[src/rtl/audio_clock_gen.sv]
// rtl/audio_clock_gen.sv - codec master/bit/word clock generator with frame-aligned start/stop
// XCK = iCLK/2; BCK and LRCK derived from a divide-by-D counter, LRCK moving only on BCK falls.
module audio_clock_gen #(
  parameter int REF_CLK     = 18432000,
  parameter int SAMPLE_RATE = 48000,
  parameter int DATA_WIDTH  = 16,
  parameter int CHANNEL_NUM = 2
) (
  input  logic        iCLK,
  input  logic        iRST_N,
  input  logic        iEN,
  output logic        AUD_XCK,
  output logic        AUD_BCK,
  output logic        AUD_LRCK,
  output logic        oBCK_FALL,
  output logic        oSAMPLE_DONE,
  output logic        oSAMPLE_CH,
  output logic [15:0] oFRAME_CNT,
  output logic        oBUSY
);

  localparam int BCK_EDGE_RATE = SAMPLE_RATE * DATA_WIDTH * CHANNEL_NUM * 2;
  localparam int D             = REF_CLK / BCK_EDGE_RATE;
  localparam int DIV_W         = (D > 1) ? $clog2(D) : 1;
  localparam int BIT_W         = (DATA_WIDTH > 1) ? $clog2(DATA_WIDTH) : 1;
  localparam logic [DIV_W-1:0] DIV_LAST = DIV_W'(D - 1);
  localparam logic [BIT_W-1:0] BIT_LAST = BIT_W'(DATA_WIDTH - 1);

  generate
    if (CHANNEL_NUM != 2) begin : g_bad_channels
      $error("audio_clock_gen: CHANNEL_NUM must be 2");
    end
    if (D == 0 || (REF_CLK % BCK_EDGE_RATE) != 0) begin : g_bad_divider
      $error("audio_clock_gen: REF_CLK is not an exact multiple of the BCK edge rate");
    end
  endgenerate

  typedef enum logic [1:0] {
    ST_IDLE = 2'd0,
    ST_RUN  = 2'd1,
    ST_STOP = 2'd2
  } state_e;

  state_e             state_q, state_d;
  logic [DIV_W-1:0]   div_q, div_d;
  logic [BIT_W-1:0]   bit_q, bit_d;
  logic               xck_q, xck_d;
  logic               bck_q, bck_d;
  logic               lrck_q, lrck_d;
  logic               bck_fall_q, bck_fall_d;
  logic               sample_done_q, sample_done_d;
  logic               sample_ch_q, sample_ch_d;
  logic [15:0]        frame_cnt_q, frame_cnt_d;
  logic               busy_q, busy_d;

  always_comb begin
    state_d       = state_q;
    div_d         = div_q;
    bit_d         = bit_q;
    xck_d         = ~xck_q;
    bck_d         = bck_q;
    lrck_d        = lrck_q;
    bck_fall_d    = 1'b0;
    sample_done_d = 1'b0;
    sample_ch_d   = sample_ch_q;
    frame_cnt_d   = frame_cnt_q;

    case (state_q)
      ST_IDLE: begin
        bck_d  = 1'b0;
        lrck_d = 1'b0;
        div_d  = '0;
        bit_d  = '0;
        if (iEN) begin
          state_d = ST_RUN;
          lrck_d  = 1'b1;
        end
      end

      ST_RUN, ST_STOP: begin
        if (state_q == ST_RUN && !iEN) begin
          state_d = ST_STOP;
        end else if (state_q == ST_STOP && iEN) begin
          state_d = ST_RUN;
        end

        if (div_q == DIV_LAST) begin
          div_d = '0;
          bck_d = ~bck_q;
          if (bck_q) begin
            bck_fall_d = 1'b1;
            bit_d      = bit_q + BIT_W'(1);
            if (bit_q == BIT_LAST) begin
              bit_d         = '0;
              lrck_d        = ~lrck_q;
              sample_done_d = 1'b1;
              sample_ch_d   = lrck_q;
              // Right half just ended: this is the frame boundary where a pending stop lands.
              if (!lrck_q) begin
                frame_cnt_d = frame_cnt_q + 16'd1;
                if (state_q == ST_STOP && !iEN) begin
                  state_d = ST_IDLE;
                  lrck_d  = 1'b0;
                end
              end
            end
          end
        end else begin
          div_d = div_q + DIV_W'(1);
        end
      end

      default: begin
        state_d = ST_IDLE;
        bck_d   = 1'b0;
        lrck_d  = 1'b0;
        div_d   = '0;
        bit_d   = '0;
      end
    endcase

    busy_d = (state_d != ST_IDLE);
  end

  always_ff @(posedge iCLK) begin
    if (!iRST_N) begin
      state_q       <= ST_IDLE;
      div_q         <= '0;
      bit_q         <= '0;
      xck_q         <= 1'b0;
      bck_q         <= 1'b0;
      lrck_q        <= 1'b0;
      bck_fall_q    <= 1'b0;
      sample_done_q <= 1'b0;
      sample_ch_q   <= 1'b0;
      frame_cnt_q   <= 16'd0;
      busy_q        <= 1'b0;
    end else begin
      state_q       <= state_d;
      div_q         <= div_d;
      bit_q         <= bit_d;
      xck_q         <= xck_d;
      bck_q         <= bck_d;
      lrck_q        <= lrck_d;
      bck_fall_q    <= bck_fall_d;
      sample_done_q <= sample_done_d;
      sample_ch_q   <= sample_ch_d;
      frame_cnt_q   <= frame_cnt_d;
      busy_q        <= busy_d;
    end
  end

  assign AUD_XCK      = xck_q;
  assign AUD_BCK      = bck_q;
  assign AUD_LRCK     = lrck_q;
  assign oBCK_FALL    = bck_fall_q;
  assign oSAMPLE_DONE = sample_done_q;
  assign oSAMPLE_CH   = sample_ch_q;
  assign oFRAME_CNT   = frame_cnt_q;
  assign oBUSY        = busy_q;

endmodule
[config.mk]
export PLATFORM = sky130hd
export DESIGN_NAME = audio_clock_gen
export DESIGN_NICKNAME = d
export VERILOG_FILES = /design/src/rtl/audio_clock_gen.sv
export SDC_FILE = /design/constraint.sdc
export NUM_CORES = 1
export LEC_CHECK = 0
export ABC_AREA = 0
export CELL_PAD_IN_SITES_DETAIL_PLACEMENT = 0
export CELL_PAD_IN_SITES_GLOBAL_PLACEMENT = 1
export CORE_ASPECT_RATIO = 0.8
export CORE_MARGIN = 5
export CORE_UTILIZATION = 41
export DETAILED_ROUTE_END_ITERATION = 10
export PLACE_DENSITY_LB_ADDON = 0.1
export SYNTH_ARGS = -nofsm -noshare
export SYNTH_HDL_FRONTEND = slang
export SYNTH_SLANG_ARGS = --single-unit
[constraint.sdc]
create_clock -name iCLK -period 3.51 [get_ports iCLK]
set_clock_uncertainty 0.2 [all_clocks]
set_input_delay 0.702 -clock iCLK [delete_from_list [all_inputs] [get_ports iCLK]]
set_output_delay 0.702 -clock iCLK [all_outputs]
set_load 0.01 [all_outputs]
==> reports/qor.txt <==
met1 GRT Util = 18.09%
element type at the critical path start = register
Hold Vio Cnt, Final = 0
largest area contributor in the netlist = dfxtp_1
min-delay src = AUD_XCK$_SDFF_PN0_
Pre-Repair DR Iteration Count = 4
clock-pin slew on the worst setup and hold paths = 0.06 ns
Post-Syn Area = 1465 µm²
IO buf count = 25
Post-Synthesis Cells = 170
Crit-path slowest cell = or4_1
largest net degree at the start of global routing = 17
worst path bufs/invs = 2
via/cell ratio = 5.169
CTS max path bufs = 2
Syn Area/Cell = 8.619 µm²
GRT busiest layer = met2
Clock Sinks = 32
via count = 1251
utilization after layout = 53.65%
first-pass GRT wire length = 5457 µm
Max rail drop VDD = 245.0 µV
Synth-to-Final Area Change = 26.22%
Die X-Extent = 76.84 µm
wirelength, routed = 3117 µm
Residual DRC = 0
Wirelength per Cell = 12.88 µm
CTS tree = built
initial antenna violation count = 0
CP required = 3.51 ns
# IOs = 26
layout cells sized above 1 = 5.500%
worst reg-to-reg setup slack = 0.86 ns
Die ar. = 4877 µm²
cts hold-fix bufs = 0
delay-heaviest family, CP = simple AND/OR/NAND/NOR gates
number of max-cap violations = 0
crit-path max FO = 11
R2R Path End = oFRAME_CNT[13]$_SDFFE_PN0P_
Hold Path End = AUD_XCK$_SDFF_PN0_
vias in the first global route = 1132
GP Congestion = 0.8114
Relative slew margins = 65.20%
Slew Viols, Final = 0
post-synth cell types = 35
Cell Chain, Critical Path = inv_1, ha_1, nand4b_1, buf_4, or4_1, or3_1, a21oi_1
Top FF cell, synth = dfxtp_1
total CTS buffers = 5
Tmin final = 2.653 ns
Highest Clock Rate = 376.9 MHz
Mapped Nets = 181
Overflow after GRT = 0
worst r2r src = state_q[0]$_SDFF_PN0_
clock latency on the worst-skew pair = 0.27 ns
R2R cell count = 7
DP HPWL = 2270 µm
most common cell in the netlist = dfxtp_1
DRT iter0 DRCs = 59
Leak = 0.6560 nW
H-tree Lvls = 2
Antenna Cells = 0
die height = 63.47 µm
number of synthesized flops with an enable pin = 0
synth warn = 0
Core ar. = 3447 µm²
post-cts resize count = 0
Least-Margin Pin Slew = 0.5214 ns
CP peak stage delay = 0.65 ns
Initial Utilization = 42.50%
power per standard cell area = 387.5 nW/µm²
top-area cell type share of the netlist area = 43.72%
Tcrit/Tclk final = 75.59%
final net count = 210
Sum Neg Setup Slack = 0 ns
Setup CP Type = register to register
post-synthesis register bit count = 32
met2 Use GR = 20.44%
fillcell total = 309
Async SR Flop Fraction = 0%
run status = finished, final reports clean
met3 Usage GRT = 4.701%
Core Rows = 19
Crit path arrival time = 2.65 ns
Overall Global Routing Usage = 13.94%
# setup viols final = 0
CP endpoint kind = register
Hold Path Cell Cnt = 1
sequential fraction of the synthesis area = 43.72%
worst min-delay path category = register to register
post-CTS setup buffers = 0
Synth top cells by count = dfxtp_1 (32), nor2_1 (19), a21oi_1 (15)
Synth area leaders = dfxtp_1 (44%), ha_1 (6.8%), a21oi_1 (5.1%)
RSZ-0062 raised after global routing = no
post-route antenna net violation count = 0
clk root buf = clkbuf_8
worst reg2reg max path: stages, from the launching register on:
cell and delay (ns):
dfxtp_1 0.38, inv_1 0.10, ha_1 0.40, nand4b_1 0.13
buf_4 0.19, or4_1 0.65, or3_1 0.39, a21oi_1 0.15
power by group:
part / total, mW / switching (mW) / internal, mW
Clock: 0.284 / 0.124 / 0.160
Combinational: 0.0552 / 0.0306 / 0.0246
Sequential: 0.378 / 0.00638 / 0.371
Total: 0.717 / 0.161 / 0.556
cell type report:
class	count	area [µm²]	area share, %
Clock buffer	8	90.09	4.871
Inverter	11	41.29	2.233
Sequential cell	32	640.6	34.64
Tap cell	42	52.55	2.842
Timing Repair Buffer	26	257.7	13.94
Multi-Input combinational cell	123	767.0	41.48
placed cells by master (no fill, tap or decap), types with 2 or more instances in the layout:
master	synthesis	routed
or4_1	2	2
nand2_1	14	14
nand3b_1	2	2
clkdlybuf4s50_1	0	25
o41ai_1	2	2
o21ai_0	7	7
clkbuf_8	0	6
nor3_1	3	3
nand2b_1	3	3
a21oi_1	15	15
and3_1	2	2
nor4_1	4	4
ha_1	8	8
nand4_1	3	3
inv_1	11	11
xor2_1	2	2
dfxtp_1	32	32
clkbuf_1	3	2
xnor2_1	7	7
nand3_1	10	10
or3_1	6	6
nor2_1	19	19
flip-flops by register name, summed over array words and instances (netlist names):
register      cells
AUD_BCK           1
AUD_LRCK          1
AUD_XCK           1
bit_q             4
div_q             3
oBCK_FALL         1
oBUSY             1
oFRAME_CNT       16
oSAMPLE_CH        1
oSAMPLE_DONE      1
state_q           2
kinds of logic (layout without fill, tap and decap cells):
logic type               count (synthesis)  after routing  share of synthesized area [%]
flip-flops                              32             32                          43.72
XOR/XNOR                                 9              9                          5.380
multiplexers                             1              1                         0.6832
AND/OR/NAND/NOR                         74             74                          26.99
adder cells (fa/ha/maj)                  8              8                          6.832
buffers and inverters                   15             45                          3.928
AO/OA/AOI/OAI                           31             31                          12.47
through the flow:
stage	total power [mW]	hold WS, ns	area (µm²)	setup WS (ns)	instances
after floorplan	0.4191	0.2215	1465	1.235	170
after CTS	0.7305	0.2083	1849	0.8519	242
after global placement	0.4395	0.1928	1759	0.9610	234
after global routing	0.7561	0.2219	1849	0.7367	242
final	0.7165	0.2049	1849	0.8568	242
after detailed placement	0.4415	0.1980	1759	0.8664	234
how the worst max path moves through the flow:
stage          cells after the start  slack, ns                  start                     endpoint
2_1_floorplan                      7       1.23  state_q[0]$_SDFF_PN0_  oFRAME_CNT[11]$_SDFFE_PN0P_
3_3_place_gp                       7       0.96  state_q[0]$_SDFF_PN0_  oFRAME_CNT[11]$_SDFFE_PN0P_
3_5_place_dp                       7       0.87  state_q[0]$_SDFF_PN0_  oFRAME_CNT[13]$_SDFFE_PN0P_
4_1_cts                            7       0.85  state_q[0]$_SDFF_PN0_  oFRAME_CNT[13]$_SDFFE_PN0P_
5_1_grt                            7       0.74  state_q[0]$_SDFF_PN0_  oFRAME_CNT[11]$_SDFFE_PN0P_
6_report                           7       0.86  state_q[0]$_SDFF_PN0_  oFRAME_CNT[13]$_SDFFE_PN0P_
layer usage:
layer / vias to the layer above / part of all wire [%]
li1: 650 / -
met1: 575 / 50
met2: 22 / 43
met3: 4 / 4.7
met4: 0 / 1.4
met5: - / 0
Note: power is estimated with default switching activity, not from simulation.
